## config.mk

```make
export PLATFORM = sky130hd
export DESIGN_NAME = rx_comma_align_ctrl
export DESIGN_NICKNAME = d
export VERILOG_FILES = /design/src/rtl/rx_align_pkg.sv /design/src/rtl/rx_comma_align_ctrl_lane_detect.sv /design/src/rtl/rx_comma_align_ctrl.sv
export SDC_FILE = /design/constraint.sdc
export NUM_CORES = 1
export LEC_CHECK = 0
export CELL_PAD_IN_SITES_DETAIL_PLACEMENT = 1
export CELL_PAD_IN_SITES_GLOBAL_PLACEMENT = 2
export CORE_MARGIN = 10
export CORE_UTILIZATION = 36
export CTS_CLUSTER_SIZE = 12
export DETAILED_ROUTE_END_ITERATION = 6
export PLACE_DENSITY = 0.94
export SLEW_MARGIN = 25
export SYNTH_ARGS = -nofsm -noshare
export SYNTH_HDL_FRONTEND = slang
export SYNTH_SLANG_ARGS = --single-unit
```

## constraint.sdc

```tcl
create_clock -name clk -period 8.2 [get_ports clk]
set_clock_uncertainty 0.15 [all_clocks]
set_input_delay 0.82 -clock clk [delete_from_list [all_inputs] [get_ports clk]]
set_output_delay 0.82 -clock clk [all_outputs]
set_load 0.1 [all_outputs]
```

## src/rtl/rx_align_pkg.sv

```systemverilog
// Shared constants for the 1G receive comma-alignment controller.
// State encoding doubles as the align_state output value.
package rx_align_pkg;

    typedef logic [1:0] state_t;

    localparam state_t ST_IDLE   = 2'd0;
    localparam state_t ST_HUNT   = 2'd1;
    localparam state_t ST_VERIFY = 2'd2;
    localparam state_t ST_LOCKED = 2'd3;

    localparam logic [7:0] K28_5 = 8'hBC;

endpackage

```

## src/rtl/rx_comma_align_ctrl_lane_detect.sv

```systemverilog
// Per-lane K28.5 and code-error detection, OR-reduced across lanes.
// Purely combinational; the controller registers everything downstream.
module comma_lane_detect
    import rx_align_pkg::*;
#(
    parameter int DATA_BYTES = 2
) (
    input  logic [8*DATA_BYTES-1:0] i_rxdata,
    input  logic [DATA_BYTES-1:0]   i_charisk,
    input  logic [DATA_BYTES-1:0]   i_disperr,
    input  logic [DATA_BYTES-1:0]   i_notintable,
    output logic                    o_comma,
    output logic                    o_err
);

    // Any lane carrying a K28.5 is a comma; any lane error is an error
    always_comb begin
        o_comma = 1'b0;
        o_err   = 1'b0;
        for (int i = 0; i < DATA_BYTES; i++) begin
            if (i_charisk[i] && (i_rxdata[8*i +: 8] == K28_5)) begin
                o_comma = 1'b1;
            end
            if (i_disperr[i] || i_notintable[i]) begin
                o_err = 1'b1;
            end
        end
    end

endmodule

```

## src/rtl/rx_comma_align_ctrl.sv

```systemverilog
// Comma-alignment controller: hunts for K28.5, verifies lock,
// releases rxcommaalignen while locked and re-hunts on error bursts.
module rx_comma_align_ctrl
    import rx_align_pkg::*;
#(
    parameter int DATA_BYTES  = 2,
    parameter int LOCK_COMMAS = 4,
    parameter int ERR_THRESH  = 4,
    parameter int ERR_WINDOW  = 1024,
    parameter int HUNT_TMO    = 65535
) (
    input  logic                    clk,
    input  logic                    rst,
    input  logic                    enable,
    input  logic [8*DATA_BYTES-1:0] rxdata,
    input  logic [DATA_BYTES-1:0]   rxcharisk,
    input  logic [DATA_BYTES-1:0]   rxdisperr,
    input  logic [DATA_BYTES-1:0]   rxnotintable,
    input  logic                    rxbyteisaligned,
    output logic                    rxcommaalignen_out,
    output logic                    aligned,
    output logic [1:0]              align_state,
    output logic [15:0]             loss_count
);

    localparam int CW = $clog2(LOCK_COMMAS) + 1;
    localparam int TW = $clog2(HUNT_TMO) + 1;
    localparam int WW = (ERR_WINDOW > 1) ? $clog2(ERR_WINDOW) : 1;
    localparam int EW = $clog2(ERR_THRESH) + 1;

    localparam logic [CW-1:0] LC_LIM  = CW'(LOCK_COMMAS);
    localparam logic [TW-1:0] TMO_LIM = TW'(HUNT_TMO);
    localparam logic [WW-1:0] WIN_MAX = WW'(ERR_WINDOW - 1);
    localparam logic [EW-1:0] ERR_LIM = EW'(ERR_THRESH);

    state_t        r_state;
    state_t        w_next_state;
    logic [CW-1:0] r_comma_cnt;
    logic [TW-1:0] r_tmo_cnt;
    logic [WW-1:0] r_win_cnt;
    logic [EW-1:0] r_err_cnt;
    logic [15:0]   r_loss_cnt;

    logic          w_comma;
    logic          w_err;
    logic          w_loss;
    logic          w_wrap;
    logic [CW-1:0] w_comma_inc;
    logic [TW-1:0] w_tmo_inc;
    logic [EW-1:0] w_err_base;
    logic [EW-1:0] w_err_nxt;

    comma_lane_detect #(
        .DATA_BYTES (DATA_BYTES)
    ) u_detect (
        .i_rxdata     (rxdata),
        .i_charisk    (rxcharisk),
        .i_disperr    (rxdisperr),
        .i_notintable (rxnotintable),
        .o_comma      (w_comma),
        .o_err        (w_err)
    );

    assign w_comma_inc = r_comma_cnt + 1'b1;
    assign w_tmo_inc   = r_tmo_cnt + 1'b1;
    assign w_wrap      = (r_win_cnt == WIN_MAX);
    assign w_err_base  = w_wrap ? '0 : r_err_cnt;

    // Error count after this cycle: window wrap clears first, then err adds
    always_comb begin
        w_err_nxt = w_err_base;
        if (w_err && (w_err_base != '1)) begin
            w_err_nxt = w_err_base + 1'b1;
        end
    end

    // State register
    always_ff @(posedge clk or posedge rst) begin
        if (rst) begin
            r_state <= ST_IDLE;
        end else begin
            r_state <= w_next_state;
        end
    end

    // Next-state decode; disable overrides everything
    always_comb begin
        w_next_state = r_state;
        w_loss       = 1'b0;
        if (!enable) begin
            w_next_state = ST_IDLE;
        end else begin
            unique case (r_state)
                ST_IDLE: begin
                    w_next_state = ST_HUNT;
                end
                ST_HUNT: begin
                    if (w_comma && rxbyteisaligned && !w_err) begin
                        w_next_state = ST_VERIFY;
                    end
                end
                ST_VERIFY: begin
                    if (w_err || !rxbyteisaligned) begin
                        w_next_state = ST_HUNT;
                    end else if (w_comma) begin
                        if (w_comma_inc == LC_LIM) begin
                            w_next_state = ST_LOCKED;
                        end
                    end else if (w_tmo_inc == TMO_LIM) begin
                        w_next_state = ST_HUNT;
                    end
                end
                ST_LOCKED: begin
                    if (!rxbyteisaligned || (w_err_nxt >= ERR_LIM)) begin
                        w_next_state = ST_HUNT;
                        w_loss       = 1'b1;
                    end
                end
                default: begin
                    w_next_state = ST_IDLE;
                end
            endcase
        end
    end

    // Verify/timeout/window/error counters, seeded on state entry
    always_ff @(posedge clk or posedge rst) begin
        if (rst) begin
            r_comma_cnt <= '0;
            r_tmo_cnt   <= '0;
            r_win_cnt   <= '0;
            r_err_cnt   <= '0;
        end else begin
            if (r_state == ST_VERIFY) begin
                if (w_comma) begin
                    r_comma_cnt <= w_comma_inc;
                    r_tmo_cnt   <= '0;
                end else begin
                    r_tmo_cnt   <= w_tmo_inc;
                end
            end else begin
                r_comma_cnt <= CW'(1);
                r_tmo_cnt   <= '0;
            end
            if (r_state == ST_LOCKED) begin
                r_win_cnt <= w_wrap ? '0 : r_win_cnt + 1'b1;
                r_err_cnt <= w_err_nxt;
            end else begin
                r_win_cnt <= '0;
                r_err_cnt <= '0;
            end
        end
    end

    // Saturating count of lock losses; only rst clears it
    always_ff @(posedge clk or posedge rst) begin
        if (rst) begin
            r_loss_cnt <= '0;
        end else if (w_loss && (r_loss_cnt != 16'hFFFF)) begin
            r_loss_cnt <= r_loss_cnt + 16'd1;
        end
    end

    // Outputs decoded from registered state
    always_comb begin
        rxcommaalignen_out = (r_state == ST_HUNT) || (r_state == ST_VERIFY);
        aligned            = (r_state == ST_LOCKED);
        align_state        = r_state;
        loss_count         = r_loss_cnt;
    end

endmodule

```

==> impl_metrics.ini <==
[drt]
drt_pass1_iterations = 4
drt-wirelength-per-cell_um = 15.8
wl_met1_um = 3330
viasPerCell = 5.15
met2_length_um = 3050
drc = 0
wl_met3_um = 342
ant_nets = 0
top_layer = met4
drt_iter0_markers = 70
wl_um = 6800
vias = 2213

[worst_setup_path]
crit_required_ns = 7.23
worstSetupStartpointType = flip-flop
cp-end-kind = primary output
arrival_ns = 2.37
crit_type = flip-flop to primary output
cp_max_fo = 5

[clocking]
clock_latency_ns = 0.31
post_cts_buffers = 0
cts_tree = yes
cts_buffer_depth = 2
numCtsBuffers = 5
holdBufCountCts = 0
cts_sinks = 51
clk_pin_slew_ns = 0.10
cts_resized = 0
htreeDepth = 2
cts_root_buffer = clkbuf_8

[timing]
worst_slew_pin_slew_ns = 0.994
setup_viol = 0
fmax_ghz = 0.300
finalSetupTns_ns = 0
finalCritPeriodShare = 0.407
hold_viol_final = 0
relSlewSlack = 0.335
layout_setup_ws_ns = 4.86
drv_slew = 0
rsz0062_at_grt = no
period_minus_slack_ns = 3.34

[layout]
final_area_um2 = 3460
areaGrowthSynthToFinish_pct = 22.1
diodes = 0
final_nets = 364
final_util = 0.451
drive_above_1_share = 0.0823

[min_path]
hold_path_class = flip-flop to flip-flop

[power]
p_leak_nw = 1.49
comb_power_share = 0.090
seqPwrFrac = 0.574
cell_internal_pwr_uw = 328
powerDensity_nw_per_um2 = 127
clkPwrFrac = 0.336
p_total_uw = 441
switching_share = 0.255
vdd_drop_max_mv = 0.0751
p_switching_uw = 112

[floorplan]
pin_count = 46
rows = 32
die_x_um = 109
initial_utilization = 0.369
die-area_um2 = 11800
die_height_um = 109
core_um2 = 7690

[logic_synthesis]
synthCells = 280
ys.flop_type = dfrtp_1
ys_seq_elements = 51
yosysSeqAreaShare = 0.450
netlist_area_um2 = 2840
yosysWarnings = 0
synth_edf_count = 0
ys_async_sr_fraction = 1.00
synthDistinctLibCells = 52
syn_nets = 317
syn_avg_cell_area_um2 = 10.1

[global_routing]
grt_pass1_vias = 2356
overflow = 0
antenna_found_initial = 0
grt_pass1_wl_um = 11900
grt_usage = 0.121
grt_max_degree = 52

[place]
dp_hpwl_um = 5140
numPortBuffers = 45
placed_area_um2 = 3380
dpl_worst_slack_ns = 4.90
gp_congestion = 0.767

[run]
maxCapViolCount = 0

[status]
status = complete, no violations
## final timing paths
check / startpoint / to / cells after the start / slack (ns)
min in group asynchronous: rst / loss_count[14] / 2 / 0.81
worst max register to register: r_win_cnt[0] / loss_count[13] / 14 / 4.90
worst max-delay path: align_state[0] / rxcommaalignen_out / 4 / 4.86
max in group asynchronous: rst / r_comma_cnt[0] / 2 / 6.67
worst min-delay path: r_win_cnt[0] / r_win_cnt[0] / 1 / 0.35
worst min register to register: r_win_cnt[0] / r_win_cnt[0] / 1 / 0.35
## registers in the layout (all words and copies together) (netlist names)
name,cells
r_err_cnt,3
align_state,2
r_comma_cnt,3
loss_count,16
r_tmo_cnt,17
r_win_cnt,10
## power groups by stage
stage                     clock network, mW  registers, mW  logic (mW)
after floorplan                           0          0.263      0.0151
after global placement                    0          0.258      0.0392
after detailed placement                  0          0.258      0.0400
after CTS                             0.153          0.253      0.0402
after global routing                  0.164          0.253      0.0429
final                                 0.148          0.253      0.0395
## Yosys cell counts, types with 2 or more instances
library cell / instances / area, µm²
ha_1: 11 / 138
and2_1: 3 / 18.8
buf_6: 2 / 22.5
o221ai_1: 2 / 17.5
a21oi_1: 3 / 15.0
and3_1: 7 / 43.8
nor3_1: 2 / 10.0
xor2_1: 18 / 158
inv_1: 14 / 52.6
nor2_1: 40 / 150
nand3_1: 16 / 80.1
buf_4: 2 / 15.0
nor4_1: 3 / 18.8
and4_1: 3 / 26.3
dfrtp_1: 51 / 1280
nand4b_1: 2 / 17.5
nand4_1: 9 / 56.3
o21ai_1: 2 / 10.0
nand2_1: 30 / 113
xnor2_1: 24 / 210
and4_4: 2 / 22.5
nor3_4: 2 / 32.5
a311oi_1: 2 / 17.5
mux2_2: 2 / 22.5
## layout by cell type, fill, tap and decap left out, types with 2 or more instances in the layout
cell type / n
and2_1: 3
inv_1: 13
dfrtp_1: 51
nand4_1: 9
ha_1: 11
and4_4: 2
nand4b_1: 2
xnor2_1: 24
nor3_1: 2
nor2_1: 40
xor2_1: 18
clkinv_2: 2
o21ai_1: 2
o221ai_1: 2
clkbuf_8: 5
a21oi_1: 3
mux2_2: 2
nand2_1: 30
and3_1: 7
nor4_1: 3
a311oi_1: 2
and4_1: 3
nand3_1: 16
clkdlybuf4s50_1: 45
nor3_4: 2
## metrics by stage
step / instances / hold WS [ns]
2_1_floorplan: 280 / 0.298
3_3_place_gp: 422 / 0.310
3_5_place_dp: 422 / 0.328
4_1_cts: 430 / 0.342
5_1_grt: 430 / 0.370
6_report: 430 / 0.348
## critical path, cell delays in order (launching register included)
cell and delay, ns:
dfrtp_1 0.44, inv_1 0.09, ha_1 0.33, inv_1 0.06, clkdlybuf4s50_1 1.14
## cell families after synthesis
| kind of cell | Yosys count | synth area share |
|---|---|---|
| AND/OR/NAND/NOR | 130 | 0.256 |
| flip-flops | 51 | 0.450 |
| XOR/XNOR | 42 | 0.130 |
| AO/OA/AOI/OAI | 23 | 0.0701 |
| buffers and inverters | 20 | 0.0344 |
| adder cells (fa/ha/maj) | 11 | 0.0485 |
| multiplexers | 3 | 0.0115 |
## cell type report
type	instances	area [µm²]
clock buffer	5	68.8
inverter	15	58.8
tap	102	128
timing repair buffer	45	450
sequential	51	1280
fill	888	4220
multi-input combinational	209	1460
clock inverter	3	18.8
## routing by layer
| layer | up-vias | GRT usage |
|---|---|---|
| met5 | - | 0 |
| met4 | 0 | 0.0282 |
| met3 | 6 | 0.0319 |
| met2 | 46 | 0.192 |
| met1 | 1098 | 0.162 |
| li1 | 1063 | - |
(Power assumes the default switching activity.)
